**config.mk**
```make
export PLATFORM = sky130hd
export DESIGN_NAME = multi_digit_seven_segment_scanner
export DESIGN_NICKNAME = d
export VERILOG_FILES = /design/src/rtl/seven_seg_pkg.sv /design/src/rtl/multi_digit_seven_segment_scanner_decoder.sv /design/src/rtl/multi_digit_seven_segment_scanner.sv
export SDC_FILE = /design/constraint.sdc
export NUM_CORES = 1
export LEC_CHECK = 0
export ABC_AREA = 1
export BUFFER_PORTS_ARGS = -buffer_cell sky130_fd_sc_hd__clkbuf_2
export CAP_MARGIN = 40
export CORE_ASPECT_RATIO = 1.25
export CORE_MARGIN = 1.5
export CORE_UTILIZATION = 52
export DETAILED_ROUTE_END_ITERATION = 8
export GPL_ROUTABILITY_DRIVEN = 0
export HOLD_SLACK_MARGIN = 0.15
export PLACE_DENSITY = 0.73
export SLEW_MARGIN = 15
export SYNTH_ARGS = -nofsm -noshare
export SYNTH_HDL_FRONTEND = slang
export SYNTH_SLANG_ARGS = --single-unit
```
**constraint.sdc**
```tcl
create_clock -name clk -period 1.8 [get_ports clk]
set_input_delay 0.09 -clock clk [delete_from_list [all_inputs] [get_ports clk]]
set_output_delay 0.09 -clock clk [all_outputs]
set_load 0.01 [all_outputs]
```
**src/rtl/seven_seg_pkg.sv**
```systemverilog
// Shared constants and helpers for the multiplexed seven-segment display driver.
package seven_seg_pkg;

  localparam int         NIBBLE_W  = 4;
  localparam logic [6:0] SEG_BLANK = 7'h7F;
  localparam logic       AN_ON     = 1'b0;
  localparam logic       AN_OFF    = 1'b1;
  localparam logic       DP_ON     = 1'b0;
  localparam logic       DP_OFF    = 1'b1;

  // Counter width for values 0..value-1, never narrower than one bit.
  function automatic int clog2_min1(input int value);
    int w;
    w = 1;
    while ((1 << w) < value) w++;
    return w;
  endfunction

endpackage

```
**src/rtl/multi_digit_seven_segment_scanner_decoder.sv**
```systemverilog
// Hex nibble to active-low seven-segment pattern, seg_o[0]=a ... seg_o[6]=g.
module HexTo7SegmentDecoder
  import seven_seg_pkg::*;
(
  input  logic [NIBBLE_W-1:0] nibble_i,
  output logic [6:0]          seg_o
);

  always_comb begin
    seg_o = SEG_BLANK;
    case (nibble_i)
      4'h0: seg_o = 7'h40;
      4'h1: seg_o = 7'h79;
      4'h2: seg_o = 7'h24;
      4'h3: seg_o = 7'h30;
      4'h4: seg_o = 7'h19;
      4'h5: seg_o = 7'h12;
      4'h6: seg_o = 7'h02;
      4'h7: seg_o = 7'h78;
      4'h8: seg_o = 7'h00;
      4'h9: seg_o = 7'h10;
      4'hA: seg_o = 7'h08;
      4'hB: seg_o = 7'h03;
      4'hC: seg_o = 7'h46;
      4'hD: seg_o = 7'h21;
      4'hE: seg_o = 7'h06;
      4'hF: seg_o = 7'h0E;
      default: seg_o = SEG_BLANK;
    endcase
  end

endmodule

```
**src/rtl/multi_digit_seven_segment_scanner.sv**
```systemverilog
// Scans DIGITS common-anode digits one slot at a time, with tear-free frame updates,
// leading-zero suppression, PWM dimming and an all-off guard at the start of each slot.
module multi_digit_seven_segment_scanner
  import seven_seg_pkg::*;
#(
  parameter int DIGITS   = 4,
  parameter int PRESCALE = 100000,
  parameter int GUARD    = 4,
  parameter int BRIGHT_W = 4
) (
  input  logic                         clk,
  input  logic                         reset,
  input  logic [NIBBLE_W*DIGITS-1:0]   digits_in,
  input  logic [DIGITS-1:0]            dp_in,
  input  logic [DIGITS-1:0]            blank_in,
  input  logic                         lz_suppress,
  input  logic [BRIGHT_W-1:0]          brightness,
  input  logic                         load,
  output logic [6:0]                   seg,
  output logic                         dp,
  output logic [DIGITS-1:0]            an,
  output logic                         frame_tick
);

  localparam int                IDX_W      = clog2_min1(DIGITS);
  localparam int                SLOT_W     = clog2_min1(PRESCALE);
  localparam logic [SLOT_W-1:0] SLOT_LAST  = SLOT_W'(PRESCALE - 1);
  localparam logic [SLOT_W-1:0] SLOT_GUARD = SLOT_W'(GUARD);
  localparam logic [IDX_W-1:0]  IDX_LAST   = IDX_W'(DIGITS - 1);

  logic [SLOT_W-1:0]          slot_q, slot_d;
  logic [IDX_W-1:0]           idx_q, idx_d;
  logic [BRIGHT_W-1:0]        pwm_q;
  logic                       pending_q;
  logic [NIBBLE_W*DIGITS-1:0] shadow_digits_q, active_digits_q;
  logic [DIGITS-1:0]          shadow_dp_q, active_dp_q;
  logic [DIGITS-1:0]          shadow_blank_q, active_blank_q;
  logic [6:0]                 seg_q, seg_d;
  logic                       dp_q, dp_d;
  logic [DIGITS-1:0]          an_q, an_d;
  logic                       tick_q;

  logic                       slot_wrap, frame_wrap, lit;
  logic [DIGITS-1:0]          lz_mask;
  logic [NIBBLE_W-1:0]        nibble [DIGITS];
  logic [6:0]                 dec_seg;

  assign slot_wrap  = (slot_q == SLOT_LAST);
  assign frame_wrap = slot_wrap && (idx_q == IDX_LAST);
  assign slot_d     = slot_wrap ? '0 : slot_q + 1'b1;
  assign idx_d      = !slot_wrap ? idx_q : (idx_q == IDX_LAST) ? '0 : idx_q + 1'b1;

  // A digit is a leading zero when it and every more significant digit are zero.
  always_comb begin
    logic nz_above;
    nz_above = 1'b0;
    lz_mask  = '0;
    for (int i = DIGITS - 1; i > 0; i--) begin
      nz_above   = nz_above | (|active_digits_q[i*NIBBLE_W +: NIBBLE_W]);
      lz_mask[i] = lz_suppress & ~nz_above;
    end
  end

  assign lit = (slot_q >= SLOT_GUARD) && (pwm_q <= brightness)
            && !active_blank_q[idx_q] && !lz_mask[idx_q];

  genvar gi;
  generate
    for (gi = 0; gi < DIGITS; gi++) begin : g_digit
      assign nibble[gi] = active_digits_q[gi*NIBBLE_W +: NIBBLE_W];
      assign an_d[gi]   = (lit && idx_q == IDX_W'(gi)) ? AN_ON : AN_OFF;
    end
  endgenerate

  HexTo7SegmentDecoder u_decoder (
    .nibble_i (nibble[idx_q]),
    .seg_o    (dec_seg)
  );

  assign seg_d = lit ? dec_seg : SEG_BLANK;
  assign dp_d  = lit ? ~active_dp_q[idx_q] : DP_OFF;

  always_ff @(posedge clk) begin
    if (reset) begin
      slot_q          <= '0;
      idx_q           <= '0;
      pwm_q           <= '0;
      pending_q       <= 1'b0;
      shadow_digits_q <= '0;
      active_digits_q <= '0;
      shadow_dp_q     <= '0;
      active_dp_q     <= '0;
      shadow_blank_q  <= '1;
      active_blank_q  <= '1;
      seg_q           <= SEG_BLANK;
      dp_q            <= DP_OFF;
      an_q            <= {DIGITS{AN_OFF}};
      tick_q          <= 1'b0;
    end else begin
      slot_q <= slot_d;
      idx_q  <= idx_d;
      pwm_q  <= pwm_q + 1'b1;
      if (load) begin
        shadow_digits_q <= digits_in;
        shadow_dp_q     <= dp_in;
        shadow_blank_q  <= blank_in;
      end
      // Transfer takes the pre-edge shadow; a load in the same cycle waits a frame.
      if (frame_wrap && pending_q) begin
        active_digits_q <= shadow_digits_q;
        active_dp_q     <= shadow_dp_q;
        active_blank_q  <= shadow_blank_q;
      end
      pending_q <= load | (pending_q & ~frame_wrap);
      seg_q     <= seg_d;
      dp_q      <= dp_d;
      an_q      <= an_d;
      tick_q    <= frame_wrap;
    end
  end

  assign seg        = seg_q;
  assign dp         = dp_q;
  assign an         = an_q;
  assign frame_tick = tick_q;

endmodule

```
==> results of run 1 <==
kinds of logic after synthesis:
| group | count (synthesis) |
|---|---|
| AOI/OAI and AO/OA | 58 |
| xor gates and xnor gates | 8 |
| adders and majority gates | 17 |
| buffers and inverters | 80 |
| DFF | 85 |
| and+or+nand+nor | 317 |
registers in the layout, indices dropped and copies added, names as in the netlist:
signal           flops
active_blank_q       4
active_digits_q     16
active_dp_q          4
an                   4
dp                   1
frame_tick           1
idx_q                2
pending_q            1
pwm_q                4
seg                  7
shadow_blank_q       4
shadow_digits_q     16
shadow_dp_q          4
slot_q              17
per-layer routing:
layer	part of all wire	vias up	track usage
met5	0	-	0
met4	0.017	0	0.0915
met3	0.033	14	0.0389
met2	0.49	67	0.399
met1	0.45	1626	0.258
li1	-	1926	-
cells in the mapped netlist:
cell / count / area share
xnor2_1: 2 / 0.0044
o21ai_0: 34 / 0.043
o21ai_1: 2 / 0.0025
dfxtp_1: 85 / 0.43
nor2_1: 99 / 0.093
nor3b_1: 1 / 0.0019
ha_1: 17 / 0.053
clkinv_1: 1 / 0.00094
buf_2: 5 / 0.0063
nor2_2: 24 / 0.038
nor2_4: 1 / 0.0028
or2_2: 1 / 0.0016
nand2_2: 3 / 0.0047
nand4_1: 9 / 0.014
buf_4: 3 / 0.0057
inv_1: 51 / 0.048
o21bai_1: 1 / 0.0019
a21oi_1: 19 / 0.024
buf_6: 3 / 0.0085
inv_2: 7 / 0.0066
nand2_1: 137 / 0.13
clkbuf_1: 10 / 0.0094
xor2_1: 6 / 0.013
nand3_2: 1 / 0.0025
nand3_1: 32 / 0.040
nand4_2: 1 / 0.0031
nor3_1: 8 / 0.010
o211ai_1: 2 / 0.0038
per-stage QoR:
stage | utilization | total power [mW] | setup slack (ps)
3_3_place_gp | 0.586 | 2.17 | 137
2_1_floorplan | - | 2.11 | 64.0
3_5_place_dp | 0.586 | 2.18 | 127
5_1_grt | 0.659 | 3.73 | 3.89
6_report | 0.659 | 3.58 | 196
4_1_cts | 0.657 | 3.60 | 91.9
what timing repair did:
item	CTS	global route
hold buffers	32	0
hold endpoints to repair	30	0
setup endpoints to repair	0	25
setup buffers	0	0
gates resized for setup	0	7
final timing paths:
kind                                                         to
worst max-delay path            active_digits_q[0]$_SDFFE_PP0P_
worst max register to register  active_digits_q[0]$_SDFFE_PP0P_
worst min-delay path             shadow_blank_q[3]$_SDFFE_PP1P_
worst min register to register             slot_q[0]$_SDFF_PP0_
critical path, cell delays in order (launching register included):
cell and delay, ps:
dfxtp_2 360, ha_2 190, nand2_2 80, nor2_4 100, inv_2 60, nor2_2 90, nand2_1 70, nor2_2 120
nand3_2 100, buf_12 180, nor2_2 90, nor2_1 50
cells in the final DEF, fill, tap and decap left out, types with 2 or more instances in the layout:
cell / Yosys / final
ha_1: 17 / 16
o21ai_0: 34 / 33
dlygate4sd3_1: 0 / 32
inv_2: 7 / 7
inv_6: 0 / 2
nor2_1: 99 / 99
o211ai_1: 2 / 2
nand4_1: 9 / 9
clkbuf_2: 0 / 44
xnor2_1: 2 / 2
nand2_1: 137 / 136
nor2_2: 24 / 24
nor3_1: 8 / 8
buf_12: 0 / 2
buf_4: 3 / 13
a21oi_1: 19 / 19
dfxtp_2: 0 / 3
o21ai_1: 2 / 2
clkbuf_8: 0 / 10
nand2_2: 3 / 4
inv_1: 51 / 51
xor2_1: 6 / 6
nand3_1: 32 / 32
dfxtp_1: 85 / 81
cell type report:
| type | count | area, um^2 | area share |
|---|---|---|---|
| multi-input cells | 400 | 1950 | 0.399 |
| flip-flops and latches | 85 | 1710 | 0.350 |
| repair buffers | 91 | 678 | 0.139 |
| inverters | 59 | 221 | 0.0454 |
| clock buffers | 10 | 138 | 0.0282 |
| well taps | 92 | 115 | 0.0236 |
| clock inverters | 6 | 68.8 | 0.0141 |
report_power, final:
part | switching [mW] | total (mW) | internal, mW
combinational | 0.111 | 0.230 | 0.119
clock | 0.691 | 1.38 | 0.689
sequential | 0.0375 | 1.97 | 1.93
total | 0.840 | 3.58 | 2.74
==> reports/summary.txt, run 1 <==
Pleak -> 2.30 nW
Hold Slack -> 167 ps
Worst endpoint required time -> 2050 ps
Crit start category -> register
Distinct cells, synth -> 28
Vias in the first global route -> 3394
Worst skew pair latency -> 350 ps
Post-Synth Adder-Cell Area -> 0.0534
Largest family of logic cells by synthesized area -> simple AND/OR/NAND/NOR gates
CTS Buf Count -> 9
Wirelength, routed -> 8360 um
Hold Fails Final Rpt -> 0
Dpl cells -> 695
Die W -> 81.3 um
Worst IR drop on VDD -> 0.523 mV
Core Rows -> 35
Antenna Nets Post-Route -> 0
Starting density of the core -> 0.538
Worst-path clk slew -> 90 ps
Min-Delay Startpoint -> reset
Final Skew -> 13.9 ps
GR Overflow Total -> 0
Die Area -> 8190 um^2
Sequential share of the synthesized area -> 0.427
Max Fclk -> 0.623 GHz
Largest net degree at the start of global routing -> 43
Share of the clock period used by the worst path -> 0.891
CTS tree -> done
Max FO, Critical Path -> 20
Layout cells sized above 1 -> 0.184
Synth Area in XOR/XNOR -> 0.0176
GRT Total Usage -> 0.223
Fillcell total -> 635
I/O pin count -> 45
Initial drt markers -> 121
Synth warn -> 0
Core Area -> 7400 um^2
Drt wl/cell -> 11.3 um
Num Clock Sinks -> 85
Cells after synthesis -> 565
Placed cell areas -> 4340 um^2
Drt via density -> 4.89
Mux share of post-synthesis cell area -> 0
Vias -> 3633
Post-Syn Nets -> 614
Hold path cells -> 3
Final TNS setup -> 0 ps
Final min period -> 1600 ps
Flop-to-flop setup slack -> 200 ps
Fin. max-slew vios -> 0
Post-route design area -> 4880 um^2
Drt drc -> 0
Status -> finished clean
# nets final -> 695
Endpoints failing setup -> 0
Max Cap Viol -> 0
CP endpoint kind -> register
Antenna diodes -> 0
Worst Tran Pin Value -> 462 ps
PortBufs -> 44
Synth Area in Compound Gates -> 0.0748
Dpl hpwl -> 5710 um
Fin cells -> 743
Relative max-transition margin -> 0.690
Root Driver -> clkbuf_8
HP Class -> primary input to register
Clock buffer depth -> 2
H-tree Lvls -> 3
R2R cell count -> 11
Area growth from synthesis to layout -> 22.5%
Pre-antenna DRT Iters -> 4
RSZ-0062 raised after global routing -> no
Die Height -> 101 um
Critical Path Source -> slot_q[0]$_SDFF_PP0_
Synth Area per Inst -> 7.05 um^2
Synthesized area -> 3980 um^2
R2R Path Start -> slot_q[0]$_SDFF_PP0_
Kind of critical path -> register to register
Synthesized flop and latch total -> 85
Synthesized-area fraction occupied by and/or/nand/nor cells -> 0.341
PwrDens -> 733 nW/um^2
First-pass GRT wire length -> 14500 um
Initial antenna violation count -> 0
CP arrival -> 1850 ps
Power figures use the tool's default switching activity.
==> run 2, diff against run 1 <==
--- a/config.mk
+++ b/config.mk
@@ -14,7 +14,7 @@
 export DETAILED_ROUTE_END_ITERATION = 8
 export GPL_ROUTABILITY_DRIVEN = 0
 export HOLD_SLACK_MARGIN = 0.15
-export PLACE_DENSITY = 0.73
+export PLACE_DENSITY = 0.75
 export SLEW_MARGIN = 15
 export SYNTH_ARGS = -nofsm -noshare
 export SYNTH_HDL_FRONTEND = slang
==> run 2 against run 1 <==
First-iteration DRC count grew 4.1%; die area is the same; clock skew shrank 7.3 ps; cell count shrank 1.1%; core utilization shrank 0.61 points; total power grew 3.0%; clock-buffer cell count is the same; via count is essentially flat; final area shrank 0.92%; non-clock buffer count shrank 8; routed wire length is essentially flat; worst setup slack lost 21 ps; largest cell class unchanged; largest power group unchanged; highest routed layer unchanged.
==> reports/summary.txt, run 2 (synthesized netlist as in run 1, its figures left out) <==
Starting density of the core -> 0.538
Initial antenna violation count -> 0
Worst Tran Pin Value -> 439 ps
Area growth from synthesis to layout -> 21.4%
Final TNS setup -> 0 ps
Layout cells sized above 1 -> 0.180
Num Clock Sinks -> 85
Worst-path clk slew -> 90 ps
PortBufs -> 44
Endpoints failing setup -> 0
Hold path cells -> 3
Antenna Nets Post-Route -> 0
Die Area -> 8190 um^2
H-tree Lvls -> 3
Dpl hpwl -> 5860 um
Tot Pwr -> 3.69 mW
Max Fclk -> 0.615 GHz
First-pass GRT wire length -> 14400 um
Commonest cells after routing, fill and taps aside -> nand2_1 (136), nor2_1 (99), dfxtp_1 (82)
CP endpoint kind -> register
HP Class -> primary input to register
Most flops, register -> slot_q
Fillcell total -> 652
Worst IR drop on VDD -> 0.558 mV
Clock buffer depth -> 2
Drt drc -> 0
GRT Total Usage -> 0.223
Regs by FF count -> slot_q: 17 flops, active_digits_q: 16 flops, shadow_digits_q: 16 flops
Core Rows -> 35
Max Cap Viol -> 0
Status -> finished clean
Share of the clock period used by the worst path -> 0.903
Post-CTS setup buffer count -> 0
R2R cell count -> 11
Relative max-transition margin -> 0.705
CTS tree -> done
I/O pin count -> 45
Root Driver -> clkbuf_8
Vias -> 3630
Core Area -> 7400 um^2
Drt wl/cell -> 11.4 um
Most common cell after layout, fill and taps aside -> nand2_1
Drt via density -> 4.94
CTS Buf Count -> 9
Hold Fails Final Rpt -> 0
Antenna diodes -> 0
# nets final -> 687
Worst endpoint required time -> 2060 ps
PwrDens -> 762 nW/um^2
Max reg flops -> 17
RSZ-0062 raised after global routing -> no
Final min period -> 1620 ps
Kind of critical path -> register to register
Max FO, Critical Path -> 20
Pre-antenna DRT Iters -> 6
Vias in the first global route -> 3458
Die W -> 81.3 um
Pleak -> 2.26 nW
Die Height -> 101 um
Initial drt markers -> 126
Fin. max-slew vios -> 0
Wirelength, routed -> 8360 um
Crit start category -> register
GR Overflow Total -> 0
CP arrival -> 1890 ps
Worst skew pair latency -> 360 ps
Final Skew -> 6.56 ps
Largest net degree at the start of global routing -> 49
==> run 2: cell count changes in the layout (fill, tap and decap cells not counted), moves of 3 or more <==
cell and change:
dlygate4sd3_1 -6, o21ai_1 +3, o21ai_0 -3, buf_4 -3
==> run 2: power by group <==
| part | internal (mW) | total [mW] | switching [mW] | leakage [nW] |
|---|---|---|---|---|
| sequential | 1.93 | 1.97 | 0.0380 | 0.695 |
| combinational | 0.108 | 0.212 | 0.104 | 1.46 |
| clock | 0.796 | 1.51 | 0.711 | 0.105 |
==> run 2: layout make-up <==
class | instances | area (um^2) | share of cell area
multi-input combinational | 400 | 1950 | 0.404
sequential | 85 | 1710 | 0.353
timing repair buffer | 83 | 616 | 0.127
inverter | 59 | 221 | 0.0458
clock buffer | 10 | 128 | 0.0264
tap | 92 | 115 | 0.0238
clock inverter | 6 | 95.1 | 0.0197
==> run 2: stage by stage <==
stage	hold WS, ps	cells	cell area (um^2)	util	worst slack, ps
after floorplan	157	565	3990	-	64.0
after global placement	304	693	4340	0.586	160
after detailed placement	315	693	4340	0.586	93.1
after CTS	153	735	4820	0.651	43.8
after global routing	191	735	4830	0.653	2.56
final	156	735	4830	0.653	175
==> run 2: critical path, cell delays in order (launching register included) <==
cell and delay (ps):
dfxtp_1 360, ha_1 190, nand2_2 90, nor2_4 100, inv_2 60, nor2_2 90, nand2_1 70, nor2_2 130
nand3_2 100, buf_12 180, nor2_2 90, nor2_1 50
==> run 2: routing by layer <==
layer | global-route usage | up-vias | share of wire
li1 | - | 1911 | -
met1 | 0.249 | 1619 | 0.44
met2 | 0.401 | 78 | 0.50
met3 | 0.0362 | 22 | 0.030
met4 | 0.110 | 0 | 0.028
met5 | 0 | - | 0
==> run 2: path summary, 6_finish.rpt <==
path                                       to  slack (ps)                 start
min           shadow_digits_q[7]$_SDFFE_PP0P_         160                  load
max          active_digits_q[10]$_SDFFE_PP0P_         180  slot_q[1]$_SDFF_PP0_
max reg2reg  active_digits_q[10]$_SDFFE_PP0P_         180  slot_q[1]$_SDFF_PP0_
min reg2reg              slot_q[0]$_SDFF_PP0_         440  slot_q[0]$_SDFF_PP0_
==> run 2: what timing repair did <==
item,CTS,global route
endpoints found under the hold margin,30,0
endpoints found under the setup margin,1,9
hold buffers,26,0
resized for setup,1,8
